[src/rtl/fine_freq_track_ctrl_pkg.sv]
// Shared types, default widths and helpers for the fine-frequency tracking controller.
//   dir_t        : loop decision (hold / up / down)
//   *_DEF        : default parameter values
//   sat_add_sub  : step a code up or down, clamped to [0, 2^width-1]
package fine_freq_track_pkg;

  typedef enum logic [1:0] {
    DIR_HOLD = 2'b00,
    DIR_UP   = 2'b01,
    DIR_DN   = 2'b10
  } dir_t;

  localparam int unsigned CON_W_DEF        = 8;
  localparam int unsigned CON_INIT_DEF     = 128;
  localparam int unsigned DIV_W_DEF        = 6;
  localparam int unsigned ACC_W_DEF        = 24;
  localparam int unsigned STEP_W_DEF       = 4;
  localparam int unsigned LOCK_WINDOWS_DEF = 4;

  function automatic logic [31:0] sat_add_sub(input logic [31:0] code, input logic [31:0] step,
                                              input logic up, input int unsigned width);
    logic [32:0] max_v;
    logic [32:0] sum;
    max_v = (33'd1 << width) - 33'd1;
    sum   = {1'b0, code} + {1'b0, step};
    if (up) begin
      sat_add_sub = (sum > max_v) ? max_v[31:0] : sum[31:0];
    end else begin
      sat_add_sub = (step > code) ? 32'd0 : (code - step);
    end
  endfunction

endpackage

[src/rtl/fine_freq_track_ctrl_if.sv]
// Control/status bundle of the fine-frequency tracking controller.
//   master : drives loop controls and the asynchronous ref_clk / aux_in inputs
//   slave  : the controller; returns out_star, fine_con, update, dir, locked
interface fine_freq_track_ctrl_if
  import fine_freq_track_pkg::*;
#(
  parameter int unsigned CON_W  = CON_W_DEF,
  parameter int unsigned DIV_W  = DIV_W_DEF,
  parameter int unsigned ACC_W  = ACC_W_DEF,
  parameter int unsigned STEP_W = STEP_W_DEF
);
  logic              en;
  logic              ref_clk;
  logic              aux_in;
  logic [DIV_W-1:0]  div_ratio_half;
  logic [4:0]        avg_sel;
  logic [STEP_W-1:0] step_size;
  logic [ACC_W-1:0]  deadband;
  logic              freeze;
  logic              out_star;
  logic [CON_W-1:0]  fine_con;
  logic              update;
  dir_t              dir;
  logic              locked;

  modport master (
    output en, ref_clk, aux_in, div_ratio_half, avg_sel, step_size, deadband, freeze,
    input  out_star, fine_con, update, dir, locked
  );

  modport slave (
    input  en, ref_clk, aux_in, div_ratio_half, avg_sel, step_size, deadband, freeze,
    output out_star, fine_con, update, dir, locked
  );
endinterface

[src/rtl/fine_freq_track_ctrl_sync2.sv]
// Two-flop synchroniser for a single asynchronous bit.
//   clk_i : destination clock   rst_i : async reset, active-high
//   d_i   : asynchronous input  q_o   : synchronised output (2 cycles latency)
module sync2 (
  input  logic clk_i,
  input  logic rst_i,
  input  logic d_i,
  output logic q_o
);
  logic s1_q, s2_q;

  always_ff @(posedge clk_i or posedge rst_i) begin
    if (rst_i) begin
      s1_q <= 1'b0;
      s2_q <= 1'b0;
    end else begin
      s1_q <= d_i;
      s2_q <= s1_q;
    end
  end

  assign q_o = s2_q;
endmodule

[src/rtl/fine_freq_track_ctrl.sv]
// Fine-frequency tracking controller, single clk_out domain.
//   clk_out : oscillator clock      rst : async reset, active-high
//   bus     : slave side of fine_freq_track_ctrl_if (controls in, out_star/fine_con/
//             update/dir/locked out)
// aux_in hits (on out_star) are binned by ref_clk phase into error/clean accumulators over
// 2^avg_sel ref_clk edges; each window end steps fine_con with deadband and saturation.
module fine_freq_track_ctrl
  import fine_freq_track_pkg::*;
#(
  parameter int unsigned CON_W        = CON_W_DEF,
  parameter int unsigned CON_INIT     = CON_INIT_DEF,
  parameter int unsigned DIV_W        = DIV_W_DEF,
  parameter int unsigned ACC_W        = ACC_W_DEF,
  parameter int unsigned STEP_W       = STEP_W_DEF,
  parameter int unsigned LOCK_WINDOWS = LOCK_WINDOWS_DEF
) (
  input logic                   clk_out,
  input logic                   rst,
  fine_freq_track_ctrl_if.slave bus
);
  localparam int unsigned HoldW = $clog2(LOCK_WINDOWS + 1);
  localparam logic [ACC_W-1:0] AccMax = '1;

  logic ref_s2, ref_s3_q, aux_s2, ref_rise;

  sync2 u_sync_ref (.clk_i(clk_out), .rst_i(rst), .d_i(bus.ref_clk), .q_o(ref_s2));
  sync2 u_sync_aux (.clk_i(clk_out), .rst_i(rst), .d_i(bus.aux_in),  .q_o(aux_s2));

  assign ref_rise = ref_s2 & ~ref_s3_q;

  logic [DIV_W-1:0] div_cnt_q, div_cnt_d, div_n;
  logic             out_star_q, out_star_d;
  logic [ACC_W-1:0] err_q, err_d, cln_q, cln_d, win_cnt_q, win_cnt_d, win_term;
  logic [4:0]       avg_c;
  logic             hit, err_hit, cln_hit, win_end, go_up, go_dn;
  dir_t             dec, dir_q, dir_d;
  logic [CON_W-1:0] fine_q, fine_d;
  logic [HoldW-1:0] hold_q, hold_d;
  logic             update_q, update_d;

  // Divider: the >= compare makes a shrinking ratio wrap immediately.
  always_comb begin
    div_n      = (bus.div_ratio_half == '0) ? DIV_W'(1) : bus.div_ratio_half;
    div_cnt_d  = '0;
    out_star_d = 1'b0;
    if (bus.en) begin
      if (div_cnt_q >= div_n - DIV_W'(1)) begin
        out_star_d = 1'b1;
      end else begin
        div_cnt_d = div_cnt_q + DIV_W'(1);
      end
    end
  end

  // Hit binning and window accumulation.
  always_comb begin
    avg_c    = (bus.avg_sel > 5'(ACC_W - 1)) ? 5'(ACC_W - 1) : bus.avg_sel;
    win_term = (ACC_W'(1) << avg_c) - ACC_W'(1);
    hit      = out_star_q & aux_s2;
    err_hit  = hit & ref_s2;
    cln_hit  = hit & ~ref_s2;
    win_end  = bus.en & ref_rise & (win_cnt_q == win_term);
    err_d    = '0;
    cln_d    = '0;
    win_cnt_d = '0;
    if (bus.en) begin
      if (win_end) begin
        // The window-end cycle's hit opens the next window.
        err_d = ACC_W'(err_hit);
        cln_d = ACC_W'(cln_hit);
      end else begin
        err_d     = (err_hit && err_q != AccMax) ? err_q + ACC_W'(1) : err_q;
        cln_d     = (cln_hit && cln_q != AccMax) ? cln_q + ACC_W'(1) : cln_q;
        win_cnt_d = ref_rise ? win_cnt_q + ACC_W'(1) : win_cnt_q;
      end
    end
  end

  // Decision on the just-closed window; one extra bit keeps the sums from overflowing.
  always_comb begin
    go_dn = {1'b0, cln_q} > ({1'b0, err_q} + {1'b0, bus.deadband});
    go_up = {1'b0, err_q} > ({1'b0, cln_q} + {1'b0, bus.deadband});
    dec   = go_dn ? DIR_DN : (go_up ? DIR_UP : DIR_HOLD);
    update_d = win_end;
    dir_d    = dir_q;
    fine_d   = fine_q;
    hold_d   = bus.en ? hold_q : '0;
    if (win_end) begin
      dir_d = dec;
      if (dec == DIR_HOLD) begin
        hold_d = (hold_q == HoldW'(LOCK_WINDOWS)) ? hold_q : hold_q + HoldW'(1);
      end else begin
        hold_d = '0;
        if (!bus.freeze) begin
          fine_d = CON_W'(sat_add_sub(32'(fine_q), 32'(bus.step_size), dec == DIR_UP, CON_W));
        end
      end
    end
  end

  always_ff @(posedge clk_out or posedge rst) begin
    if (rst) begin
      ref_s3_q   <= 1'b0;
      div_cnt_q  <= '0;
      out_star_q <= 1'b0;
      err_q      <= '0;
      cln_q      <= '0;
      win_cnt_q  <= '0;
      dir_q      <= DIR_HOLD;
      fine_q     <= CON_W'(CON_INIT);
      hold_q     <= '0;
      update_q   <= 1'b0;
    end else begin
      ref_s3_q   <= ref_s2;
      div_cnt_q  <= div_cnt_d;
      out_star_q <= out_star_d;
      err_q      <= err_d;
      cln_q      <= cln_d;
      win_cnt_q  <= win_cnt_d;
      dir_q      <= dir_d;
      fine_q     <= fine_d;
      hold_q     <= hold_d;
      update_q   <= update_d;
    end
  end

  assign bus.out_star = out_star_q;
  assign bus.fine_con = fine_q;
  assign bus.update   = update_q;
  assign bus.dir      = dir_q;
  assign bus.locked   = bus.en & (hold_q == HoldW'(LOCK_WINDOWS));
endmodule

[src/flat_wrapper.sv]
// flat-port wrapper written by rule: the top's interface ports become plain ports
module fine_freq_track_ctrl_flat import fine_freq_track_pkg::*;
#(
  parameter int unsigned CON_W        = CON_W_DEF,
  parameter int unsigned CON_INIT     = CON_INIT_DEF,
  parameter int unsigned DIV_W        = DIV_W_DEF,
  parameter int unsigned ACC_W        = ACC_W_DEF,
  parameter int unsigned STEP_W       = STEP_W_DEF,
  parameter int unsigned LOCK_WINDOWS = LOCK_WINDOWS_DEF
)
  (clk_out, rst, bus_en, bus_ref_clk, bus_aux_in, bus_div_ratio_half, bus_avg_sel, bus_step_size, bus_deadband, bus_freeze, bus_out_star, bus_fine_con, bus_update, bus_dir, bus_locked);
  fine_freq_track_ctrl_if #(.CON_W(CON_W), .DIV_W(DIV_W), .ACC_W(ACC_W), .STEP_W(STEP_W)) bus_i ();
  input logic clk_out;
  input logic rst;
  input wire logic [$bits(bus_i.en)-1:0] bus_en;
  input wire logic [$bits(bus_i.ref_clk)-1:0] bus_ref_clk;
  input wire logic [$bits(bus_i.aux_in)-1:0] bus_aux_in;
  input wire logic [$bits(bus_i.div_ratio_half)-1:0] bus_div_ratio_half;
  input wire logic [$bits(bus_i.avg_sel)-1:0] bus_avg_sel;
  input wire logic [$bits(bus_i.step_size)-1:0] bus_step_size;
  input wire logic [$bits(bus_i.deadband)-1:0] bus_deadband;
  input wire logic [$bits(bus_i.freeze)-1:0] bus_freeze;
  output wire logic [$bits(bus_i.out_star)-1:0] bus_out_star;
  output wire logic [$bits(bus_i.fine_con)-1:0] bus_fine_con;
  output wire logic [$bits(bus_i.update)-1:0] bus_update;
  output wire logic [$bits(bus_i.dir)-1:0] bus_dir;
  output wire logic [$bits(bus_i.locked)-1:0] bus_locked;
  assign bus_i.en = bus_en;
  assign bus_i.ref_clk = bus_ref_clk;
  assign bus_i.aux_in = bus_aux_in;
  assign bus_i.div_ratio_half = bus_div_ratio_half;
  assign bus_i.avg_sel = bus_avg_sel;
  assign bus_i.step_size = bus_step_size;
  assign bus_i.deadband = bus_deadband;
  assign bus_i.freeze = bus_freeze;
  assign bus_out_star = bus_i.out_star;
  assign bus_fine_con = bus_i.fine_con;
  assign bus_update = bus_i.update;
  assign bus_dir = bus_i.dir;
  assign bus_locked = bus_i.locked;
  fine_freq_track_ctrl #(.CON_W(CON_W), .CON_INIT(CON_INIT), .DIV_W(DIV_W), .ACC_W(ACC_W), .STEP_W(STEP_W), .LOCK_WINDOWS(LOCK_WINDOWS)) u_core (.clk_out(clk_out), .rst(rst), .bus(bus_i));
endmodule
[config.mk]
export PLATFORM = sky130hd
export DESIGN_NAME = fine_freq_track_ctrl_flat
export DESIGN_NICKNAME = d
export VERILOG_FILES = /design/src/rtl/fine_freq_track_ctrl_pkg.sv /design/src/rtl/fine_freq_track_ctrl_if.sv /design/src/rtl/fine_freq_track_ctrl_sync2.sv /design/src/rtl/fine_freq_track_ctrl.sv /design/src/flat_wrapper.sv
export SDC_FILE = /design/constraint.sdc
export NUM_CORES = 1
export LEC_CHECK = 0
export ABC_AREA = 1
export CAP_MARGIN = 40
export CORE_MARGIN = 3
export CORE_UTILIZATION = 45
export CTS_CLUSTER_DIAMETER = 80
export DETAILED_ROUTE_END_ITERATION = 8
export GPL_TIMING_DRIVEN = 0
export SLEW_MARGIN = 20
export SYNTH_ARGS = -nofsm -noshare
export SYNTH_HDL_FRONTEND = slang
export SYNTH_HIERARCHICAL = 1
export SYNTH_SLANG_ARGS = --single-unit
[constraint.sdc]
create_clock -name clk_out -period 5.74 [get_ports clk_out]
set_input_delay 0.861 -clock clk_out [delete_from_list [all_inputs] [get_ports clk_out]]
set_output_delay 0.861 -clock clk_out [all_outputs]
set_load 0.02 [all_outputs]
==> results of run 1 <==
-- stage by stage --
step                      hold WS (ns)  TNS, ns
after floorplan                  0.331        0
after global placement           0.332   -0.235
after detailed placement         0.335        0
after CTS                        0.351        0
after global routing             0.373        0
final                            0.349        0
-- how the worst min path moves through the flow --
stage | startpoint | endpoint | slack [ns] | cells past startpoint
after floorplan | u_core/u_sync_aux/s1_q$_DFF_PP0_ | u_core/u_sync_aux/q_o$_DFF_PP0_ | 0.33 | 0
after global placement | u_core/u_sync_aux/s1_q$_DFF_PP0_ | u_core/u_sync_aux/q_o$_DFF_PP0_ | 0.33 | 0
after detailed placement | u_core/u_sync_ref/s1_q$_DFF_PP0_ | u_core/u_sync_ref/q_o$_DFF_PP0_ | 0.33 | 0
after CTS | u_core/u_sync_ref/s1_q$_DFF_PP0_ | u_core/u_sync_ref/q_o$_DFF_PP0_ | 0.35 | 0
after global routing | u_core/u_sync_ref/s1_q$_DFF_PP0_ | u_core/u_sync_ref/q_o$_DFF_PP0_ | 0.37 | 0
final | u_core/u_sync_ref/s1_q$_DFF_PP0_ | u_core/u_sync_ref/q_o$_DFF_PP0_ | 0.35 | 0
-- state kept, by name, indices dropped and copies added (netlist names) --
register,flops
u_core/u_sync_aux/q_o,1
u_core/div_cnt_q,6
u_core/win_cnt_q,24
u_core/ref_s3_q,1
u_core/u_sync_aux/s1_q,1
u_core/err_q,24
u_core/cln_q,24
u_core/u_sync_ref/q_o,1
u_core/bus.fine_con,8
u_core/u_sync_ref/s1_q,1
u_core/hold_q,3
u_core/bus.update,1
u_core/bus.out_star,1
u_core/bus.dir,2
-- layer usage --
layer | share of wire [%] | GRT usage (%) | routed length (um)
met5 | 0 | 0 | 0
met4 | 0.89 | 3.42 | 267
met3 | 6.3 | 3.17 | 1880
met2 | 43 | 35.4 | 12800
met1 | 50 | 35.6 | 15000
-- cell families (layout without fill, tap and decap cells) --
logic type      count (synthesis)  count (layout)  share of synthesized area [%]
compound gates                196             196                           10.4
xor+xnor                       99              99                           8.24
fa+ha+maj                     122             122                           14.7
buf+inv                       223             295                           8.43
flops                          98              98                           23.1
simple gates                  853             853                           35.1
-- cell type report --
cell class	count	area [sq um]	area share (%)
multi-input cells	1270	7270	61.1
clock buffers	12	267	2.24
plain buffers	23	141	1.19
inverters	200	758	6.37
well taps	313	392	3.29
flip-flops and latches	98	2450	20.6
repair buffers	56	578	4.86
clock inverters	4	32.5	0.273
-- critical path: cells and delay by family --
| family | cells | cell delay [ns] |
|---|---|---|
| adders and majority gates | 3 | 0.83 |
| buffers and inverters | 2 | 0.55 |
| AOI/OAI and AO/OA | 4 | 1.12 |
| xor gates and xnor gates | 1 | 0.15 |
| and+or+nand+nor | 16 | 1.96 |
-- cells in the final DEF, fill, tap and decap left out, types with 4 or more instances in the layout --
cell,count
inv_1,193
nand3_2,4
dfrtp_1,97
inv_2,4
nand2_1,401
nor2_2,4
xor2_1,66
clkdlybuf4s50_1,55
nand3_1,110
nor4_1,13
a211oi_1,9
o21ai_0,59
a21oi_1,90
a21o_1,5
ha_1,118
o21ai_1,4
buf_6,4
o21bai_1,5
buf_2,8
xnor2_1,32
a31oi_1,7
nor2_1,198
clkbuf_16,9
clkbuf_1,7
buf_4,4
nor3_1,46
nor3b_1,10
fa_1,4
nand4_1,50
o21a_1,6
-- power groups by stage --
| stage | Combinational, mW | Clock (mW) | Sequential, mW |
|---|---|---|---|
| after floorplan | 0.227 | 0 | 0.727 |
| after global placement | 0.332 | 0 | 0.730 |
| after detailed placement | 0.338 | 0 | 0.731 |
| after CTS | 0.340 | 0.629 | 0.717 |
| after global routing | 0.386 | 0.648 | 0.719 |
| final | 0.341 | 0.611 | 0.717 |
-- timing repair --
action	in CTS	in global routing
setup buffers	0	0
gates resized for setup	0	4
endpoints found under the setup margin	0	9
==> out/qor.csv, run 1 <==
stage,metric,value,unit
synth,synth.cell_area,10600,sq um
placement,dp.final_hpwl,24.6,mm
power_and_ir_drop,p_leak,5.81,nW
sta,period_minus_slack,5.17,ns
synth,syn_nets,1758,
sta,fin_ws,0.569,ns
run_status,status,completed,
clocking,cts_sinks,98,
power_and_ir_drop,p_sw,508,uW
finish,final_cell_count_no_fill,1976,
sta,relSlewSlack,60.1,%
grt,grt_pass1_vias,9546,
critical_path,crit_path_start,bus_deadband[0],
worst_hold_path,min_path_type,flip-flop to flip-flop,
critical_path,crit_fanout,9,
route,via_per_inst,5.34,
clocking,clockBufferDepth,2,
synth,synth_top_area_cell,dfrtp_1,
grt,grtUsageTotal,23.2,%
grt,overflow,0,
critical_path,worstPathRequired,6.03,ns
sta,clock_skew,0.0124,ns
route,wire_per_inst,15.2,um
finish,area_growth,12.1,%
critical_path,worstPathArrival,5.46,ns
power_and_ir_drop,pwr-share-seq,43.0,%
power_and_ir_drop,total_power,1.67,mW
power_and_ir_drop,switching_share,30.4,%
placement,dpl_worst_slack,0.000536,ns
clocking,clk_pin_slew_worst_paths,0.07,ns
critical_path,start_kind,input port,
power_and_ir_drop,clockPowerShare,36.6,%
finish,finalCoreUtilization,51.9,%
clocking,cts_root_buf,clkbuf_16,
clocking,cts_tree,yes,
route,ant_nets,0,
route,vias,10500,
finish,diodes,0,
power_and_ir_drop,p_int,1.16,mW
synth,synth-edff-count,0,
route,drt_wl_total,30.0,mm
floorplanning,start_util,46.3,%
finish,final_net_count,1825,
clocking,holdBufCountCts,0,
sta,fmax,193,MHz
floorplanning,num_rows,55,
power_and_ir_drop,ir_worst_vdd,0.000154,V
power_and_ir_drop,powerDensity,140,nW/um^2
critical_path,worstSetupPathType,input port to flip-flop,
floorplanning,die_x,160,um
power_and_ir_drop,pwr-share-comb,20.4,%
grt,antenna_found_initial,0,
finish,fin_area,11900,sq um
sta,maxSlewViolCount,0,
synth,synthFlopType,dfrtp_1,
route,drtPass1Iterations,5,
clocking,insertion_delay,0.36,ns
grt,grt_pass1_wl,48.9,mm
sta,timing.final.crit_share,90.1,%
placement,dp.cells,1960,
critical_path,r2r_slack,1.11,ns
critical_path,cp_slowest_cell,clkdlybuf4s50_1,
critical_path,max_stage_delay,0.50,ns
synth,synthDominantCellAreaShare,22.9,%
floorplanning,io_pins,58,
synth,async_flop_share,100,%
critical_path,reg2reg_from,u_core/cln_q[2]$_DFFE_PP0P_,
synth,postSynthCellCount,1591,
synth,yosysSeqAreaShare,23.1,%
synth,syn_avg_cell_area,6.67,sq um
sta,worst_pin_slew,0.594,ns
synth,yosys_register_bits,98,
clocking,cts_buffers,9,
finish,drive_above_1_share,3.91,%
synth,yosysWarningCount,6,
route,drt_iter0_markers,827,
critical_path,reg2reg_depth,22,
sta,hold_viol,0,
synth,ys_top_cells_by_area,"dfrtp_1 23%, nand2_1 14%, ha_1 14%, nor2_1 7.0%, inv_1 6.9%",
grt,grt_max_degree,54,
sta,rsz0062_at_grt,false,
synth,synth.distinct_cells,50,
synth,yosys-top-cells-count,"401 x nand2_1, 198 x nor2_1, 194 x inv_1",
clocking,htreeDepth,3,
run,max_cap_viol_count,0,
placement,place_area,11600,sq um
placement,gp_congestion,0.916,
route,drc,0,
floorplanning,core,22900,sq um
synth,yosysMostFrequentCell,nand2_1,
critical_path,timing.critical_path.mode_cell,nand2_1,
critical_path,cp-end-kind,flip-flop,
floorplanning,dieArea,25500,sq um
floorplanning,die_y,160,um
critical_path,r2r-end,u_core/bus.fine_con[2]$_DFFE_PP0P_,
placement,portBuffers,55,
sta,setup_viol,0,
critical_path,endpoint,u_core/bus.fine_con[2]$_DFFE_PP0P_,
finish,fillCellCount,2344,
No activity file was read; power rests on OpenSTA's default activity.
==> inputs of run 2 (changes only) <==
CTS_CLUSTER_DIAMETER = 120   (was 80)
RECOVER_POWER = 25   (was default)
==> out/qor.csv, run 2 (synthesis gave the netlist of run 1 again) <==
stage,metric,value,unit,change
sta,hold_viol,0,,unchanged
sta,tns,0,ns,unchanged
sta,clock_skew,0.0135,ns,+0.00109 ns
floorplanning,dieArea,25500,sq um,unchanged
sta,period_minus_slack,5.17,ns,-0.00552 ns
critical_path,cp.depth,26,,unchanged
floorplanning,die_y,160,um,unchanged
critical_path,endpoint,u_core/bus.fine_con[2]$_DFFE_PP0P_,,
critical_path,worstSetupPathType,input port to flip-flop,,
grt,grt_max_degree,54,,unchanged
floorplanning,core,22900,sq um,unchanged
worst_hold_path,min_path_type,flip-flop to flip-flop,,
grt,grtUsageTotal,23.2,%,unchanged
route,via_per_inst,5.32,,-0.22%
clocking,cts_buffers,9,,unchanged
critical_path,cp-end-kind,flip-flop,,
clocking,postCtsSetupRepairBufs,0,,unchanged
sta,timing.final.crit_share,90.0,%,-0.096 points
finish,final_net_count,1825,,unchanged
critical_path,crit_family,simple AND/OR/NAND/NOR gates,,
sta,setup_viol,0,,unchanged
critical_path,r2r-end,u_core/bus.fine_con[2]$_DFFE_PP0P_,,
grt,grt_pass1_wl,48.9,mm,unchanged
route,drc,0,,unchanged
finish,drive_above_1_share,3.85,%,-0.060 points
finish,final_common_cell,nand2_1,,
run_status,violations,"max-capacitance violations, max-slew violations",,
critical_path,worstPathRequired,6.03,ns,about the same
finish,final_cell_mix,"401 x nand2_1, 198 x nor2_1, 193 x inv_1",,
critical_path,r2r_slack,1.12,ns,about the same
critical_path,start_kind,input port,,
power_and_ir_drop,p_leak,5.80,nW,-0.22%
clocking,cts_tree,yes,,
floorplanning,num_rows,55,,unchanged
critical_path,timing.critical_path.mode_cell,nand2_1,,
clocking,cts_sinks,98,,unchanged
critical_path,reg2reg_from,u_core/cln_q[2]$_DFFE_PP0P_,,
critical_path,cp_slowest_cell,clkdlybuf4s50_1,,
clocking,clockBufferDepth,2,,unchanged
finish,finalCoreUtilization,51.8,%,-0.093 points
sta,holdWs,0.349,ns,+0.000214 ns
critical_path,crit_path_start,bus_deadband[0],,
clocking,htreeDepth,3,,unchanged
critical_path,max_stage_delay,0.50,ns,about the same
route,ant_nets,0,,unchanged
route,drt_iter0_markers,763,,-7.7%
route,wire_per_inst,15.2,um,about the same
clocking,clk_pin_slew_worst_paths,0.07,ns,about the same
sta,rsz0062_at_grt,false,,
clocking,cts_root_buf,clkbuf_16,,
floorplanning,die_x,160,um,unchanged
power_and_ir_drop,powerDensity,140,nW/um^2,about the same
sta,worst_pin_slew,2.46,ns,+1.87 ns
placement,dp.final_hpwl,24.6,mm,unchanged
floorplanning,start_util,46.3,%,unchanged
finish,area_growth,11.9,%,
grt,antenna_found_initial,0,,unchanged
power_and_ir_drop,total_power,1.67,mW,-0.16%
route,vias,10500,,-0.22%
sta,relSlewSlack,-64.2,%,-120 points
floorplanning,io_pins,58,,unchanged
critical_path,worstPathArrival,5.46,ns,about the same
route,drt_wl_total,30.0,mm,about the same
critical_path,reg2reg_depth,22,,unchanged
critical_path,crit_fanout,9,,unchanged
run,max_cap_viol_count,2,,+2
finish,diodes,0,,unchanged
sta,fmax,194,MHz,+0.11%
clocking,insertion_delay,0.36,ns,about the same
run_status,status,"finished, violations left",,
power_and_ir_drop,ir_worst_vdd,0.000155,V,+0.34%
placement,portBuffers,55,,unchanged
finish,top_regs,"u_core/cln_q: 24 flops, u_core/err_q: 24 flops, u_core/win_cnt_q: 24 flops",,
placement,gp_congestion,0.916,,unchanged
grt,overflow,0,,unchanged
route,drtPass1Iterations,5,,unchanged
grt,grt_pass1_vias,9546,,unchanged
sta,maxSlewViolCount,97,,+97
critical_path,worst-path-buf-inv,2,,unchanged
-- run 2: changes by cell type in the layout (fill, tap and decap cells not counted) --
| cell | before | now |
|---|---|---|
| dlygate4sd3_1 | 0 | 3 |
| clkdlybuf4s50_1 | 55 | 52 |
| clkdlybuf4s25_1 | 0 | 1 |
| buf_16 | 1 | 0 |
| clkinvlp_2 | 0 | 1 |
| inv_6 | 3 | 2 |
-- run 2: worst min-delay path by stage --
stage	slack, ns	cells after the start	start	end
after floorplan	0.33	0	u_core/u_sync_aux/s1_q$_DFF_PP0_	u_core/u_sync_aux/q_o$_DFF_PP0_
after global placement	0.33	0	u_core/u_sync_aux/s1_q$_DFF_PP0_	u_core/u_sync_aux/q_o$_DFF_PP0_
after detailed placement	0.33	0	u_core/u_sync_ref/s1_q$_DFF_PP0_	u_core/u_sync_ref/q_o$_DFF_PP0_
after CTS	0.35	0	u_core/u_sync_ref/s1_q$_DFF_PP0_	u_core/u_sync_ref/q_o$_DFF_PP0_
after global routing	0.37	0	u_core/u_sync_ref/s1_q$_DFF_PP0_	u_core/u_sync_ref/q_o$_DFF_PP0_
final	0.35	0	u_core/u_sync_ref/s1_q$_DFF_PP0_	u_core/u_sync_ref/q_o$_DFF_PP0_
-- run 2: layout make-up --
class | instances | area [sq um]
Fill cell | 2347 | 11000
Multi-Input combinational cell | 1270 | 7270
Sequential cell | 98 | 2450
Inverter | 200 | 754
Timing Repair Buffer | 56 | 561
Tap cell | 313 | 392
Clock buffer | 12 | 267
Buffer | 23 | 141
Clock inverter | 4 | 32.5
-- run 2: per-layer routing --
layer | global-route usage (%) | up-vias | share of wire (%)
li1 | - | 5379 | -
met5 | 0 | - | 0
met1 | 35.6 | 4839 | 50
met2 | 35.4 | 281 | 43
met4 | 3.42 | 0 | 0.93
met3 | 3.17 | 20 | 5.8
-- run 2: metrics by stage --
| stage | worst slack (ns) | instance area (sq um) | std cells |
|---|---|---|---|
| floorplan | 1.46 | 10600 | 1591 |
| global placement | -0.0422 | 11500 | 1959 |
| detailed placement | 0.000536 | 11600 | 1960 |
| CTS | 0.365 | 11900 | 1976 |
| global route | 0.0785 | 11900 | 1976 |
| finish | 0.575 | 11900 | 1976 |
-- run 2: power by group --
group	switching [mW]	internal, mW
combinational	0.214	0.124
clock	0.278	0.333
sequential	0.0152	0.702
-- run 2: timing repair --
item	4_1_cts	5_1_grt
endpoints found under the setup margin	0	9
hold buffers	0	0
gates resized for setup	0	4
==> inputs of run 3 (changes only) <==
PLACE_DENSITY_LB_ADDON = 0.2   (was default)
SKIP_CTS_REPAIR_TIMING = 1   (was default)
==> out/qor.csv, run 3 (synthesis gave the netlist of run 1 again) <==
stage,metric,value,unit,change
critical_path,max_stage_delay,0.50,ns,about the same
floorplanning,dieArea,25500,sq um,unchanged
route,drt_wl_total,29.2,mm,-2.7%
power_and_ir_drop,total_power,1.65,mW,-1.1%
sta,rsz0062_at_grt,false,,
power_and_ir_drop,ir_worst_vdd,0.000144,V,-6.7%
placement,portBuffers,55,,unchanged
route,drc,0,,unchanged
grt,antenna_found_initial,0,,unchanged
sta,timing.final.crit_share,90.7,%,+0.72 points
floorplanning,core,22900,sq um,unchanged
sta,clock_skew,0.0116,ns,-0.00190 ns
critical_path,cp_slowest_cell,clkdlybuf4s50_1,,
floorplanning,num_rows,55,,unchanged
sta,period_minus_slack,5.21,ns,+0.0411 ns
finish,drive_above_1_share,3.73,%,-0.12 points
clocking,insertion_delay,0.35,ns,about the same
sta,setup_viol,0,,unchanged
sta,maxSlewViolCount,97,,unchanged
placement,place_area,11600,sq um,unchanged
clocking,clockBufferDepth,2,,unchanged
critical_path,crit_fanout,9,,unchanged
grt,grtUsageTotal,22.6,%,-0.61 points
finish,diodes,0,,unchanged
clocking,cts_sinks,98,,unchanged
route,drtPass1Iterations,7,,+2
worst_hold_path,min_path_cells,0,,unchanged
finish,fillCellCount,2370,,+0.98%
clocking,clk_pin_slew_worst_paths,0.07,ns,about the same
finish,final_common_cell,nand2_1,,
critical_path,cp-end-kind,flip-flop,,
power_and_ir_drop,p_leak,5.79,nW,-0.12%
finish,top_regs,"u_core/cln_q: 24 flops, u_core/err_q: 24 flops, u_core/win_cnt_q: 24 flops",,
worst_hold_path,min_path_type,flip-flop to flip-flop,,
critical_path,reg2reg_depth,22,,unchanged
run_status,status,"finished, violations left",,
floorplanning,die_y,160,um,unchanged
grt,grt_max_degree,59,,+9.3%
critical_path,worstPathRequired,6.03,ns,about the same
sta,worst_pin_slew,2.62,ns,+0.159 ns
finish,final_net_count,1825,,unchanged
clocking,cts_root_buf,clkbuf_16,,
grt,overflow,0,,unchanged
sta,fmax,192,MHz,-0.79%
route,drt_iter0_markers,808,,+5.9%
route,wire_per_inst,14.8,um,-2.7%
route,via_per_inst,5.30,,-0.47%
run,max_cap_viol_count,2,,unchanged
critical_path,worstPathArrival,5.50,ns,+0.04 ns
clocking,cts_tree,yes,,
clocking,htreeDepth,3,,unchanged
sta,hold_viol,0,,unchanged
floorplanning,die_x,160,um,unchanged
placement,gp_congestion,0.939,,+2.5%
sta,relSlewSlack,-74.8,%,-11 points
finish,finalCoreUtilization,51.7,%,-0.077 points
floorplanning,io_pins,58,,unchanged
route,vias,10500,,-0.47%
critical_path,worstSetupPathType,input port to flip-flop,,
grt,grt_pass1_vias,9522,,-0.25%
grt,grt_pass1_wl,47.7,mm,-2.6%
finish,fin_area,11900,sq um,-0.15%
finish,final_cell_mix,"401 x nand2_1, 198 x nor2_1, 193 x inv_1",,
power_and_ir_drop,powerDensity,139,nW/um^2,-0.94%
run_status,violations,"max-capacitance violations, max-slew violations",,
critical_path,timing.critical_path.mode_cell,nand2_1,,
clocking,cts_buffers,9,,unchanged
finish,area_growth,11.8,%,
critical_path,start_kind,input port,,
floorplanning,start_util,46.3,%,unchanged
placement,dp.final_hpwl,23.9,mm,-2.6%
route,ant_nets,0,,unchanged
## run 3: worst paths after layout
| path | startpoint | endpoint | slack, ns |
|---|---|---|---|
| setup reg to reg | u_core/cln_q[2]$_DFFE_PP0P_ | u_core/bus.fine_con[1]$_DFFE_PP0P_ | 1.06 |
| hold / removal | u_core/u_sync_ref/s1_q$_DFF_PP0_ | u_core/u_sync_ref/q_o$_DFF_PP0_ | 0.35 |
| min in group asynchronous | rst | u_core/u_sync_ref/q_o$_DFF_PP0_ | 0.86 |
| hold reg to reg | u_core/u_sync_ref/s1_q$_DFF_PP0_ | u_core/u_sync_ref/q_o$_DFF_PP0_ | 0.35 |
| setup / recovery | bus_deadband[0] | u_core/bus.fine_con[1]$_DFFE_PP0P_ | 0.53 |
| max in group asynchronous | rst | u_core/err_q[1]$_DFFE_PP0P_ | 0.97 |
## run 3: power by group
part | internal [mW] | total [mW] | switching [mW] | leakage (nW)
clock | 0.313 | 0.598 | 0.285 | 0.135
combinational | 0.124 | 0.333 | 0.209 | 4.31
sequential | 0.702 | 0.718 | 0.0161 | 1.35
## run 3: worst max-delay path: cells and delay by family
kind                       cells  cell delay [ns]
xor gates and xnor gates       1             0.15
buffers and inverters          2             0.55
adders and majority gates      3             0.83
and+or+nand+nor               16             1.93
AOI/OAI and AO/OA              4             1.14
## run 3: cell type report
cell class                 count  area (sq um)  area share [%]
timing repair buffer          56           561            4.73
buffer                        23           141            1.19
tap                          313           392            3.30
sequential                    98          2450            20.7
clock buffer                  11           243            2.05
multi-input combinational   1270          7270            61.3
clock inverter                 5          43.8           0.369
inverter                     200           754            6.36
## run 3: layer usage
| metal | wire length, um | GRT usage [%] | part of all wire (%) |
|---|---|---|---|
| met5 | 0 | 0 | 0 |
| met1 | 14400 | 33.3 | 49 |
| met3 | 1690 | 3.30 | 5.8 |
| met4 | 594 | 6.69 | 2.0 |
| met2 | 12500 | 34.3 | 43 |
## run 3: through the flow
| stage | TNS [ns] | cells | hold slack, ns | setup slack (ns) |
|---|---|---|---|---|
| 6_report | 0 | 1976 | 0.351 | 0.534 |
| 5_1_grt | 0 | 1976 | 0.359 | 0.0593 |
| 4_1_cts | 0 | 1976 | 0.354 | 0.337 |
| 3_5_place_dp | -0.0456 | 1960 | 0.337 | -0.0145 |
| 3_3_place_gp | -0.129 | 1959 | 0.332 | -0.0354 |
| 2_1_floorplan | 0 | 1591 | 0.331 | 1.46 |
